===== src/rtl/fifo_word_packer_pkg.sv =====
// Shared constants, types and helpers for the FIFO word packer.
// Optional idle auto-flush is enabled with the FIFO_WORD_PACKER_TIMEOUT_EN macro.
package fifo_word_packer_pkg;

    // Default geometry: 8-bit bytes packed four to a word.
    localparam int DW_DEF    = 8;
    localparam int BYTES_DEF = 4;
    localparam int LANE_W    = DW_DEF;

    // Widest lane mask the helper below can build.
    localparam int MAX_LANES = 32;

    // Lane-enable mask for the default word geometry.
    typedef logic [BYTES_DEF-1:0] obe_t;

    // Debug state encoding, visible on dbg_state_o.
    localparam logic [1:0] ST_IDLE      = 2'b00;  // nothing held, output slot empty
    localparam logic [1:0] ST_FILL      = 2'b01;  // partial word accumulating
    localparam logic [1:0] ST_FULL_HOLD = 2'b10;  // word presented, downstream stalling

    // Mask with the low 'count' lanes set; callers truncate to their lane count.
    function automatic logic [MAX_LANES-1:0] obe_mask(input int unsigned count);
        logic [MAX_LANES-1:0] m;
        m = '0;
        for (int unsigned i = 0; i < MAX_LANES; i++) begin
            m[i] = (i < count);
        end
        return m;
    endfunction

endpackage


===== src/rtl/packer_out_reg.sv =====
// Output holding register for the word packer: captures a word and its lane
// enables on load and keeps them stable until the downstream accepts.
module packer_out_reg #(
    parameter int WW    = 32,
    parameter int BYTES = 4
) (
    input  logic             clk_i,
    input  logic             rst_ni,
    input  logic             load_i,
    input  logic [WW-1:0]    word_i,
    input  logic [BYTES-1:0] be_i,
    input  logic             oready_i,
    output logic             ovalid_o,
    output logic [WW-1:0]    dout_o,
    output logic [BYTES-1:0] obe_o
);

    logic             ovalid_q;
    logic [WW-1:0]    dout_q;
    logic [BYTES-1:0] obe_q;

    // Load has priority; a load only happens when the slot is free, so it
    // never overwrites a word the downstream has not taken.
    always_ff @(posedge clk_i or negedge rst_ni) begin
        if (!rst_ni) begin
            ovalid_q <= 1'b0;
            dout_q   <= '0;
            obe_q    <= '0;
        end else if (load_i) begin
            ovalid_q <= 1'b1;
            dout_q   <= word_i;
            obe_q    <= be_i;
        end else if (ovalid_q && oready_i) begin
            ovalid_q <= 1'b0;
        end
    end

    assign ovalid_o = ovalid_q;
    assign dout_o   = dout_q;
    assign obe_o    = obe_q;

endmodule


===== src/rtl/fifo_word_packer.sv =====
// FIFO word packer: packs BYTES little-endian bytes from the FIFO read side
// into one word with per-lane enables; a flush pulse pushes out a partial word.
// Define FIFO_WORD_PACKER_TIMEOUT_EN to auto-flush after TIMEOUT idle cycles.
//
// Handshake: both sides are valid/ready. A byte moves on a rising edge with
// ivalid && iready; a word moves on a rising edge with ovalid && oready.
// iready = !ovalid || oready, so a byte may enter in the same edge the held
// word leaves. ovalid/dout/obe are registered and never depend on oready.
module fifo_word_packer
    import fifo_word_packer_pkg::*;
#(
    parameter int DW      = DW_DEF,
    parameter int BYTES   = BYTES_DEF,
    parameter int TIMEOUT = 16
) (
    input  logic                         clkout,
    input  logic                         rstout_n,
    input  logic                         ivalid,
    output logic                         iready,
    input  logic [DW-1:0]                din,
    input  logic                         flush,
    output logic                         ovalid,
    input  logic                         oready,
    output logic [DW*BYTES-1:0]          dout,
    output logic [BYTES-1:0]             obe,
    output logic [$clog2(BYTES+1)-1:0]   fill,
    output logic [1:0]                   dbg_state_o
);

    localparam int CW = $clog2(BYTES+1);
    localparam int WW = DW * BYTES;

    // Reject geometries the packer cannot represent.
    if (BYTES < 2 || BYTES > MAX_LANES || TIMEOUT < 1) begin : g_param_check
        $error("fifo_word_packer: BYTES must be 2..32 and TIMEOUT at least 1");
    end

    logic [CW-1:0]    cnt_q, cnt_d, cnt_plus;
    logic [WW-1:0]    acc_q, acc_d, acc_next;
    logic             pend_q, pend_d, pend_eff;
    logic             slot_free, accept, complete, service, load;
    logic             tmo_hit;
    logic [WW-1:0]    load_word;
    logic [BYTES-1:0] load_be;

    assign slot_free = !ovalid || oready;
    assign iready    = slot_free;
    assign accept    = ivalid && slot_free;
    assign cnt_plus  = cnt_q + CW'(accept);
    assign complete  = accept && (cnt_q == CW'(BYTES-1));

    // A pending flush (including one arriving this cycle) is serviced as soon
    // as the output slot can take a word; with nothing held it simply clears.
    assign pend_eff  = pend_q || flush || tmo_hit;
    assign service   = pend_eff && slot_free;
    assign load      = complete || (service && (cnt_plus != '0));

    // Drop the accepted byte into lane cnt of the accumulator.
    always_comb begin
        acc_next = acc_q;
        for (int i = 0; i < BYTES; i++) begin
            if (accept && (cnt_q == CW'(i))) begin
                acc_next[i*DW +: DW] = din;
            end
        end
    end

    // Build the outgoing word: lanes beyond the byte count are forced to zero.
    always_comb begin
        load_be   = BYTES'(obe_mask(32'(cnt_plus)));
        load_word = '0;
        for (int i = 0; i < BYTES; i++) begin
            load_word[i*DW +: DW] = acc_next[i*DW +: DW] & {DW{load_be[i]}};
        end
    end

    // Next-state for the byte counter, accumulator and flush-pending flag.
    always_comb begin
        cnt_d  = load ? '0 : cnt_plus;
        acc_d  = load ? '0 : acc_next;
        pend_d = service ? 1'b0 : pend_eff;
    end

    // Accumulator state; reset discards any bytes held.
    always_ff @(posedge clkout or negedge rstout_n) begin
        if (!rstout_n) begin
            cnt_q  <= '0;
            acc_q  <= '0;
            pend_q <= 1'b0;
        end else begin
            cnt_q  <= cnt_d;
            acc_q  <= acc_d;
            pend_q <= pend_d;
        end
    end

`ifdef FIFO_WORD_PACKER_TIMEOUT_EN
    localparam int IW = $clog2(TIMEOUT+1);

    logic [IW-1:0] idle_q, idle_d;

    // Saturating at TIMEOUT keeps the request asserted until it can be serviced.
    assign tmo_hit = (idle_q == IW'(TIMEOUT));

    // Count cycles spent holding a partial word with no new byte arriving.
    always_comb begin
        idle_d = idle_q;
        if (accept || load) begin
            idle_d = '0;
        end else if ((cnt_q != '0) && !tmo_hit) begin
            idle_d = idle_q + IW'(1);
        end
    end

    // Idle timer register.
    always_ff @(posedge clkout or negedge rstout_n) begin
        if (!rstout_n) begin
            idle_q <= '0;
        end else begin
            idle_q <= idle_d;
        end
    end
`else
    assign tmo_hit = 1'b0;
`endif

    packer_out_reg #(
        .WW    (WW),
        .BYTES (BYTES)
    ) u_out_reg (
        .clk_i    (clkout),
        .rst_ni   (rstout_n),
        .load_i   (load),
        .word_i   (load_word),
        .be_i     (load_be),
        .oready_i (oready),
        .ovalid_o (ovalid),
        .dout_o   (dout),
        .obe_o    (obe)
    );

    assign fill = cnt_q;

    // Debug view of the packer state.
    always_comb begin
        if (ovalid && !oready) begin
            dbg_state_o = ST_FULL_HOLD;
        end else if (cnt_q != '0) begin
            dbg_state_o = ST_FILL;
        end else begin
            dbg_state_o = ST_IDLE;
        end
    end

endmodule


===== config.mk =====
export PLATFORM = sky130hd
export DESIGN_NAME = fifo_word_packer
export DESIGN_NICKNAME = d
export VERILOG_FILES = /design/src/rtl/fifo_word_packer_pkg.sv /design/src/rtl/packer_out_reg.sv /design/src/rtl/fifo_word_packer.sv
export SDC_FILE = /design/constraint.sdc
export NUM_CORES = 1
export LEC_CHECK = 0
export CAP_MARGIN = 5
export CORE_ASPECT_RATIO = 1.2
export CORE_MARGIN = 2
export CORE_UTILIZATION = 51
export DETAILED_ROUTE_END_ITERATION = 8
export PLACE_DENSITY = 0.84
export SKIP_CTS_REPAIR_TIMING = 1
export SYNTH_ARGS = -nofsm -noshare
export SYNTH_HDL_FRONTEND = slang
export SYNTH_SLANG_ARGS = --single-unit

===== constraint.sdc =====
create_clock -name clkout -period 2.8 [get_ports clkout]
set_input_delay 0.28 -clock clkout [delete_from_list [all_inputs] [get_ports clkout]]
set_output_delay 0.28 -clock clkout [all_outputs]
set_load 0.01 [all_outputs]

-- Yosys cells after proc, flatten, opt, wreduce, memory -nomap -nowiden
Cells that the tools add are included.
- add/subtract/negate cells: 1
- $lt $le $gt $ge: 4
- eq/ne operators: 3
- muxes and demuxes: 11
- bitwise gates (word level): 4
- reduce and logical (&&, ||, !) cells: 18
- operators by type and width (operator ; count):
    8-bit bitwise AND ; 4
    32-bit 2-to-1 mux ; 1
    8-bit 2-to-1 mux ; 4
    1-bit logical AND ; 9
    3-bit by 2-bit equality test with 1-bit output (second input constant) ; 2
    1-bit by 3-bit < comparator with 1-bit output (first input constant) ; 2
    2-bit by 3-bit < comparator with 1-bit output (first input constant) ; 2
    3-bit nonzero test ; 2
    1-bit 2-to-1 mux ; 4
    3-bit by 1-bit adder with 3-bit output ; 1
    3-bit by 1-bit equality test with 1-bit output (second input constant) ; 1
    3-bit zero test ; 1
    1-bit logical OR ; 3
    3-bit 2-to-1 mux ; 1
    1-bit zero test ; 2
    2-bit 2-to-1 mux ; 1
    2-bit nonzero test ; 1
- register bits: 73
- input bits: 13
- output and inout port bits: 43
- word-level logic and storage cells: 47

-- Logic depth before layout (Yosys ltp)
Gate-level depths: netlist of the first run.
- depth in word-level cells: 8
- mapped depth: 11
- gate-level depth less buffers: 8

-- By module
Synthesis of the first run repeated with hierarchy kept, for this count alone.
- cells, all modules: 312
- area total of the unflattened synthesis: 3771.1 µm²
- modules (own cells, without submodules) (module ; times used ; cells each ; area an instance (µm²) ; sequential area each (µm²)):
    fifo_word_packer ; 1 ; 233 ; 2248.4 ; 900.9
    packer_out_reg ; 1 ; 79 ; 1522.7 ; 925.9

-- Worst setup path before layout of the first run
OpenSTA, ideal clock, no wires.
- path type: reg2reg
- from: register u_out_reg.ovalid_q (netlist: u_out_reg.ovalid_o)
- to: register u_out_reg.dout_q[26] (netlist: u_out_reg.dout_o[26])
- library setup time: 0.139 ns
- arrival: 2.011 ns
- data required time: 2.661 ns
- path slack: 0.651 ns
- cell stages (with the launch flop): 12
- buffers on the path: 3
- period minus slack after synthesis: 2.149 ns
- cell sequence: dfrtp_1 > nand2b_1 > buf_4 > and3_1 > ha_1 > xnor2_1 > nand2b_1 > o31ai_2 > and2_1 > buf_4 > buf_6 > o31ai_2
- longest elaborated chain between the ends: 7
- elaborated cells on any way between the ends: 12
- those cells by class: add/sub: 1; order compare: 1; mux: 1; bitwise: 1; reduce/logical: 8
- RTL lines (element ; RTL line ; RTL):
    start: declaration ; packer_out_reg.sv:18 ; logic ovalid_q;
    start signal: assignment ; packer_out_reg.sv:26 ; ovalid_q <= 1'b0;
    start signal: assignment ; packer_out_reg.sv:30 ; ovalid_q <= 1'b1;
    start signal: assignment ; packer_out_reg.sv:34 ; ovalid_q <= 1'b0;
    1-bit zero test (*) ; fifo_word_packer.sv:46 ; assign slot_free = !ovalid || oready;
    1-bit logical OR (*) ; fifo_word_packer.sv:46 ;
    named net iready ; fifo_word_packer.sv:19 ; output logic iready,
    branches (longest 5 deep; another with 3-bit by 1-bit adder with 3-bit output) ; n/a ;
    end signal: assignment ; packer_out_reg.sv:31 ; dout_q <= word_i;
    end: declaration ; packer_out_reg.sv:19 ; logic [WW-1:0] dout_q;
Mark *: on every way through the listed nets, which the timed path passes.
A chain may end at the register's enable or synchronous reset.

-- Final worst setup path of the first run
- from: input ivalid
- to: register u_out_reg.dout_q[7] (netlist: u_out_reg.dout_o[7])
- longest elaborated chain between the ends: 5
- elaborated cells on any way between the ends: 10
- those cells by class: add/sub: 1; order compare: 1; mux: 1; bitwise: 1; reduce/logical: 6
- RTL lines (element ; RTL line ; RTL):
    start: declaration ; fifo_word_packer.sv:18 ; input logic ivalid,
    1-bit logical AND (*) ; fifo_word_packer.sv:48 ; assign accept = ivalid && slot_free;
    branches (longest 4 deep; another with 3-bit by 1-bit adder with 3-bit output) ; n/a ;
Every way passes the cells marked *.

==> results.md, run 1 <==
* Top delay family on crit path: buffers and inverters
* Number of global-route vias before repair at 2068
* IO Count at 56
* Nets at 309
* Port buffer count at 55
* Clock Pin Slew Worst Setup and Hold Paths at 0.08 ns
* CP endpoint kind: register
* Multiplexer share of the synthesized area at 11.2%
* WL/cell at 17.4 um
* Routed vias/inst at 5.68
* Worst Skew at 0.00901 ns
* Setup TNS at 0 ns
* Syn_nets at 249
* Syn. warnings at 0
* Pre-CTS WS at 0.377 ns
* Final worst path period need at 2.12 ns
* Critical Path Start: ivalid
* Final WL at 6320 um
* Final setup vio count at 0
* Placer Congestion at 0.788
* Hpwl dp at 4160 um
* Xor/xnor share of the synthesized area at 0.297%
* Most frequent cells in the layout: dfrtp_1 (73), clkdlybuf4s50_1 (54), nor2_1 (33), mux2i_1 (33), o2bb2ai_1 (24)
* Die H at 87.4 um
* Total track usage at 21.8%
* Pwr Density at 1000 mW/mm2
* Die Wd at 73.5 um
* CP Max Fanout at 21
* Worst slew pin tran at 0.580 ns
* Largest family of logic cells by synthesized area: compound AO/OA/AOI/OAI gates
* Global-route wire length before repair at 10400 um
* WP data required at 3.06 ns
* Post-Synth Simple-Gate Area at 11.4%
* Post-synthesis adder-cell area fraction at 0.424%
* TritonCTS buffer count at 9
* Layout cell share with drive strength beyond 1 at 11.7%
* Largest net degree at the start of global routing at 34
* Max Buffers Root-to-Sink at 2
* Hold Crit Class: input pin to asynchronous set/reset pin
* Syn-to-layout area delta at 27.5%
* Initial DRC Count at 131
* CTS H-Tree Depth at 3
* Critical path class: input pin to register
* Core area at 0.00563 mm2
* Yosys reg bits at 73
* Max-slew headroom at 61.2%
* Initial antenna violation count at 0
* PnR worst setup slack at 0.678 ns
* Max stage delay cell, worst path: clkdlybuf4s50_1
* Die Area at 0.00642 mm2
* Fin. Hold Viols at 0
* CTS sink cnt at 73
* P_sw at 1.32 mW
* Slew Limit Fails at 0
* Compound-gate portion of the synthesized area at 11.6%
* TritonRoute pass-1 iters at 4
* Vias post-DR at 2068
* Leakage power at 1.92 nW
* Post-route ant nets at 0
* WP data arrival at 2.38 ns
* Root buf cell: clkbuf_8
* Starting density of the core at 52.4%
* Sw frac at 34.8%
* Maxcap violations at 0
* Cell-internal power at 2.46 mW
* Clock power frac at 21.4%
* Post-synthesis area per instance at 12.6 um2
* Part of the cycle the worst path needs at 75.8%
* Most common cell after layout, fill and taps aside: dfrtp_1
* Mapped cell area at 0.00295 mm2
* Max Fclk at 471 MHz
* Clock Latency Late Sink at 0.34 ns
* RSZ-0062 raised after global routing: no
* CP Launch Type: input pin
* Combinational group share of total power at 38.8%
* CP peak stage delay at 0.50 ns
* Count of cell types in the netlist at 29
* Crit path buf inv count at 2
* Worst path cell trace: clkdlybuf4s50_1, and3_1, ha_1, xnor2_1, nand2b_1, o31ai_2, and2_1, buf_4, o2bb2ai_1
* Seq/Total Area, Yosys at 61.9%
* N_diodes at 0
* Outcome: finished clean
* Post-Synthesis Cells at 235
* # rows at 30
* IR drop worst, VDD at 0.000543 V
* Post-route DRC at 0
* Worst r2r src: fill[0]$_DFF_PN0_
* Seq pwr share at 39.8%
* Overflow after GRT at 0
* CTS tree: built
final cells by class:
class                           instances  area (um2)
Clock buffer                           10         138
Multi-Input combinational cell        144        1030
Inverter                                2        10.0
Clock inverter                          6        57.6
Sequential cell                        73        1830
Timing Repair Buffer                   65         623
Tap cell                               64        80.1
Fill cell                             427        1860
cells by family (layout without fill, tap and decap cells):
logic type               count (synthesis)  in the layout
AO/OA/AOI/OAI                           38             38
buffers and inverters                   18             83
flip-flops                              73             73
adder cells (fa/ha/maj)                  1              1
XOR/XNOR                                 1              1
multiplexers                            33             33
AND/OR/NAND/NOR                         71             71
worst paths after layout:
check / slack, ns / end / cells after the start
min in group clkout: 0.49 / u_out_reg.dout_o[9]$_DFFE_PN0P_ / 1
worst max register to register: 0.70 / u_out_reg.dout_o[7]$_DFFE_PN0P_ / 8
max in group asynchronous: 1.73 / u_out_reg.obe_o[2]$_DFFE_PN0P_ / 3
worst min register to register: 0.49 / u_out_reg.dout_o[9]$_DFFE_PN0P_ / 1
worst max-delay path: 0.68 / u_out_reg.dout_o[7]$_DFFE_PN0P_ / 9
worst min-delay path: 0.34 / acc_q[19]$_DFF_PN0_ / 2
cells in the mapped netlist:
cell type,count,area [um2]
nand4_1,2,12.5
or2_2,1,6.26
and3_1,10,62.6
inv_4,1,6.26
nor2_1,33,124
ha_1,1,12.5
o21ai_0,1,5.00
buf_4,4,30.0
o2bb2ai_1,24,210
mux2i_1,33,330
o31ai_2,6,75.1
nor3_1,1,5.00
buf_6,1,11.3
inv_1,1,3.75
buf_2,2,10.0
nand2b_1,2,12.5
nor3b_2,1,12.5
and2_1,1,6.26
dfrtp_1,73,1830
buf_1,1,3.75
xnor2_1,1,8.76
a21boi_1,1,7.51
clkbuf_1,8,30.0
o21a_1,1,7.51
nor2b_1,2,12.5
nand2_1,6,22.5
a21o_1,2,15.0
nand3_1,12,60.1
o31ai_1,3,22.5
flip-flops by register name, summed over array words and instances (netlist names):
register,count
pend_q,1
fill,3
u_out_reg.dout_o,32
acc_q,32
u_out_reg.ovalid_o,1
u_out_reg.obe_o,4
stage by stage:
step                      util (%)  cell area, um2  std cells  hold slack, ns  power [mW]
after floorplan                  -            2950        235         -0.0156        2.37
after global placement        63.2            3560        347           0.180        2.95
after detailed placement      63.2            3560        347           0.187        2.98
after CTS                     66.7            3760        363          -0.185        3.80
after global routing          66.9            3770        364           0.387        4.01
final                         66.9            3770        364           0.338        3.78
power groups by stage:
stage	combinational [mW]	clock (mW)	sequential, mW
floorplan	0.790	0	1.58
global placement	1.43	0	1.52
detailed placement	1.46	0	1.52
CTS	1.47	0.818	1.51
global route	1.61	0.867	1.54
finish	1.47	0.808	1.51
layer usage:
layer  routed length, um  global-route usage, %  vias up
met2                2990                   31.5       57
met5                   0                      0        -
li1                    -                      -      955
met1                2860                   31.3     1041
met3                 288                   5.32       15
met4                 180                   9.75        0
(Power assumes the default switching activity.)
==> inputs of run 2 (changes only) <==
--- a/config.mk
+++ b/config.mk
@@ -8,9 +8,9 @@
 export CAP_MARGIN = 5
 export CORE_ASPECT_RATIO = 1.2
 export CORE_MARGIN = 2
-export CORE_UTILIZATION = 51
+export CORE_UTILIZATION = 46
 export DETAILED_ROUTE_END_ITERATION = 8
-export PLACE_DENSITY = 0.84
+export PLACE_DENSITY = 0.81
 export SKIP_CTS_REPAIR_TIMING = 1
 export SYNTH_ARGS = -nofsm -noshare
 export SYNTH_HDL_FRONTEND = slang
==> constraint.sdc (replaced) <==
create_clock -name clkout -period 1.9 [get_ports clkout]
set_input_delay 0.19 -clock clkout [delete_from_list [all_inputs] [get_ports clkout]]
set_output_delay 0.19 -clock clkout [all_outputs]
set_load 0.01 [all_outputs]
==> run 2 against run 1 <==
  * The flow now finishes with violations (negative setup slack)
  * Clock-buffer cell count up 1
  * Clock skew rose by 0.0017 ns
  * Flip-flop and latch count stayed put
  * Worst setup slack got worse by 0.69 ns
  * Cell count up 10%
  * Critical endpoint is now u_out_reg.dout_o[2]$_DFFE_PN0P_
  * Largest power group is now combinational logic
==> results.md, run 2 (synthesized netlist as in run 1, its figures left out) <==
* Routed vias/inst at 5.27
* Root buf cell: clkbuf_8
* Critical path class: register to register
* Final WL at 6770 um
* Core area at 0.00633 mm2
* Pwr Density at 1530 mW/mm2
* CP endpoint kind: register
* Placer Congestion at 0.835
* Worst Skew at 0.0107 ns
* Maxcap violations at 0
* Number of global-route vias before repair at 2158
* Setup TNS at -0.0188 ns
* N_diodes at 0
* WL/cell at 16.8 um
* Die Area at 0.00708 mm2
* Min Hold Slack at 0.403 ns
* Final setup vio count at 4
* Part of the cycle the worst path needs at 101%
* RSZ-0062 raised after global routing: yes
* Die Wd at 77.1 um
* Hold Crit Class: input pin to asynchronous set/reset pin
* Overflow after GRT at 0
* Outcome: complete, but fails checks
* Most common cell after layout, fill and taps aside: dfrtp_1
* Max-slew headroom at 74.8%
* Total power at 6.35 mW
* Starting density of the core at 46.7%
* # rows at 32
* Top delay family on crit path: simple AND/OR/NAND/NOR gates
* Layout cell share with drive strength beyond 1 at 18.3%
* IO Count at 56
* Post-route ant nets at 0
* Max Fclk at 524 MHz
* Port buffer count at 55
* Die H at 91.8 um
* Fin. Hold Viols at 0
* IR drop worst, VDD at 0.000901 V
* CP peak stage delay at 0.38 ns
* CTS H-Tree Depth at 3
* TritonCTS buffer count at 9
* Final worst path period need at 1.91 ns
* Total track usage at 19.7%
* Leakage power at 2.09 nW
* Clock Latency Late Sink at 0.34 ns
* Max Buffers Root-to-Sink at 2
* TritonRoute pass-1 iters at 4
* Nets at 326
* CP Launch Type: register
* WP data required at 2.16 ns
* CTS sink cnt at 73
* Slew Limit Fails at 0
* CP Max Fanout at 13
* Initial antenna violation count at 0
* Syn-to-layout area delta at 40.6%
* Vias post-DR at 2118
* Worst path cell trace: nand2b_1, and3_4, ha_4, xnor2_4, nand2b_4, o31ai_4, and2_4, clkbuf_16, o2bb2ai_1
* Initial DRC Count at 138
* PnR worst setup slack at -0.00977 ns
* Post-route DRC at 0
* Largest net degree at the start of global routing at 74
* Most frequent cells in the layout: dfrtp_1 (73), clkdlybuf4s50_1 (53), nor2_1 (33), mux2i_1 (33), o2bb2ai_1 (24)
* Crit path buf inv count at 1
* WP data arrival at 2.17 ns
* Hpwl dp at 4500 um
* Max stage delay cell, worst path: dfrtp_1
* CTS tree: built
* Global-route wire length before repair at 10600 um
* Clock Pin Slew Worst Setup and Hold Paths at 0.08 ns
* Pre-CTS WS at -0.397 ns
* Worst slew pin tran at 0.378 ns
* Failing checks: negative setup slack
==> run 2: cell types whose count changed in the layout (fill, tap and decap cells not counted), sizes merged <==
cell and delta:
clkinv -3, inv +1, clkdlybuf4s50 -1, buf +16, bufinv +1, dlymetal6s2s +1
clkbuf +2
==> run 2: layout make-up <==
class | instances | area (um2)
Fill cell | 487 | 2170
Sequential cell | 73 | 1830
Multi-Input combinational cell | 144 | 1090
Timing Repair Buffer | 82 | 882
Clock buffer | 11 | 151
Tap cell | 85 | 106
Clock inverter | 5 | 85.1
Inverter | 2 | 10.0
==> run 2: worst register-to-register path, stage by stage, from the launching register on <==
cell	delay, ns
dfrtp_1	0.38
nand2b_1	0.11
and3_4	0.22
ha_4	0.15
xnor2_4	0.13
nand2b_4	0.07
o31ai_4	0.23
and2_4	0.24
clkbuf_16	0.18
o2bb2ai_1	0.12
==> run 2: final timing paths <==
kind / cells past startpoint / endpoint / start / slack [ns]
max: 9 / u_out_reg.dout_o[2]$_DFFE_PN0P_ / u_out_reg.ovalid_o$_DFFE_PN0P_ / -0.01
min: 3 / u_out_reg.dout_o[30]$_DFFE_PN0P_ / rstout_n / 0.40
max reg2reg: 9 / u_out_reg.dout_o[2]$_DFFE_PN0P_ / u_out_reg.ovalid_o$_DFFE_PN0P_ / -0.01
min reg2reg: 1 / u_out_reg.dout_o[9]$_DFFE_PN0P_ / u_out_reg.dout_o[9]$_DFFE_PN0P_ / 0.50
max in group asynchronous: 3 / u_out_reg.dout_o[20]$_DFFE_PN0P_ / rstout_n / 1.20
min in group clkout: 1 / u_out_reg.dout_o[9]$_DFFE_PN0P_ / u_out_reg.dout_o[9]$_DFFE_PN0P_ / 0.50
==> run 2: layer usage <==
layer / up-vias / wire [um] / track usage (%) / part of all wire [%]
met5: - / 0 / 0 / 0
met3: 11 / 204 / 3.54 / 3.0
met4: 0 / 146 / 9.97 / 2.2
met2: 39 / 3440 / 32.2 / 51
li1: 991 / - / - / -
met1: 1077 / 2990 / 25.0 / 44
==> run 2: metrics by stage <==
step | utilization (%) | cell area, um2 | std cells
global placement | 61.0 | 3860 | 384
detailed placement | 61.0 | 3860 | 384
global route | 65.6 | 4150 | 402
finish | 65.6 | 4150 | 402
floorplan | - | 3010 | 235
CTS | 64.8 | 4100 | 400
==> run 2: report_power, final <==
part           leakage (nW)  switching [mW]  internal (mW)
registers             0.989           0.214           2.00
logic                 0.986            1.32           1.40
clock network         0.116           0.604          0.819
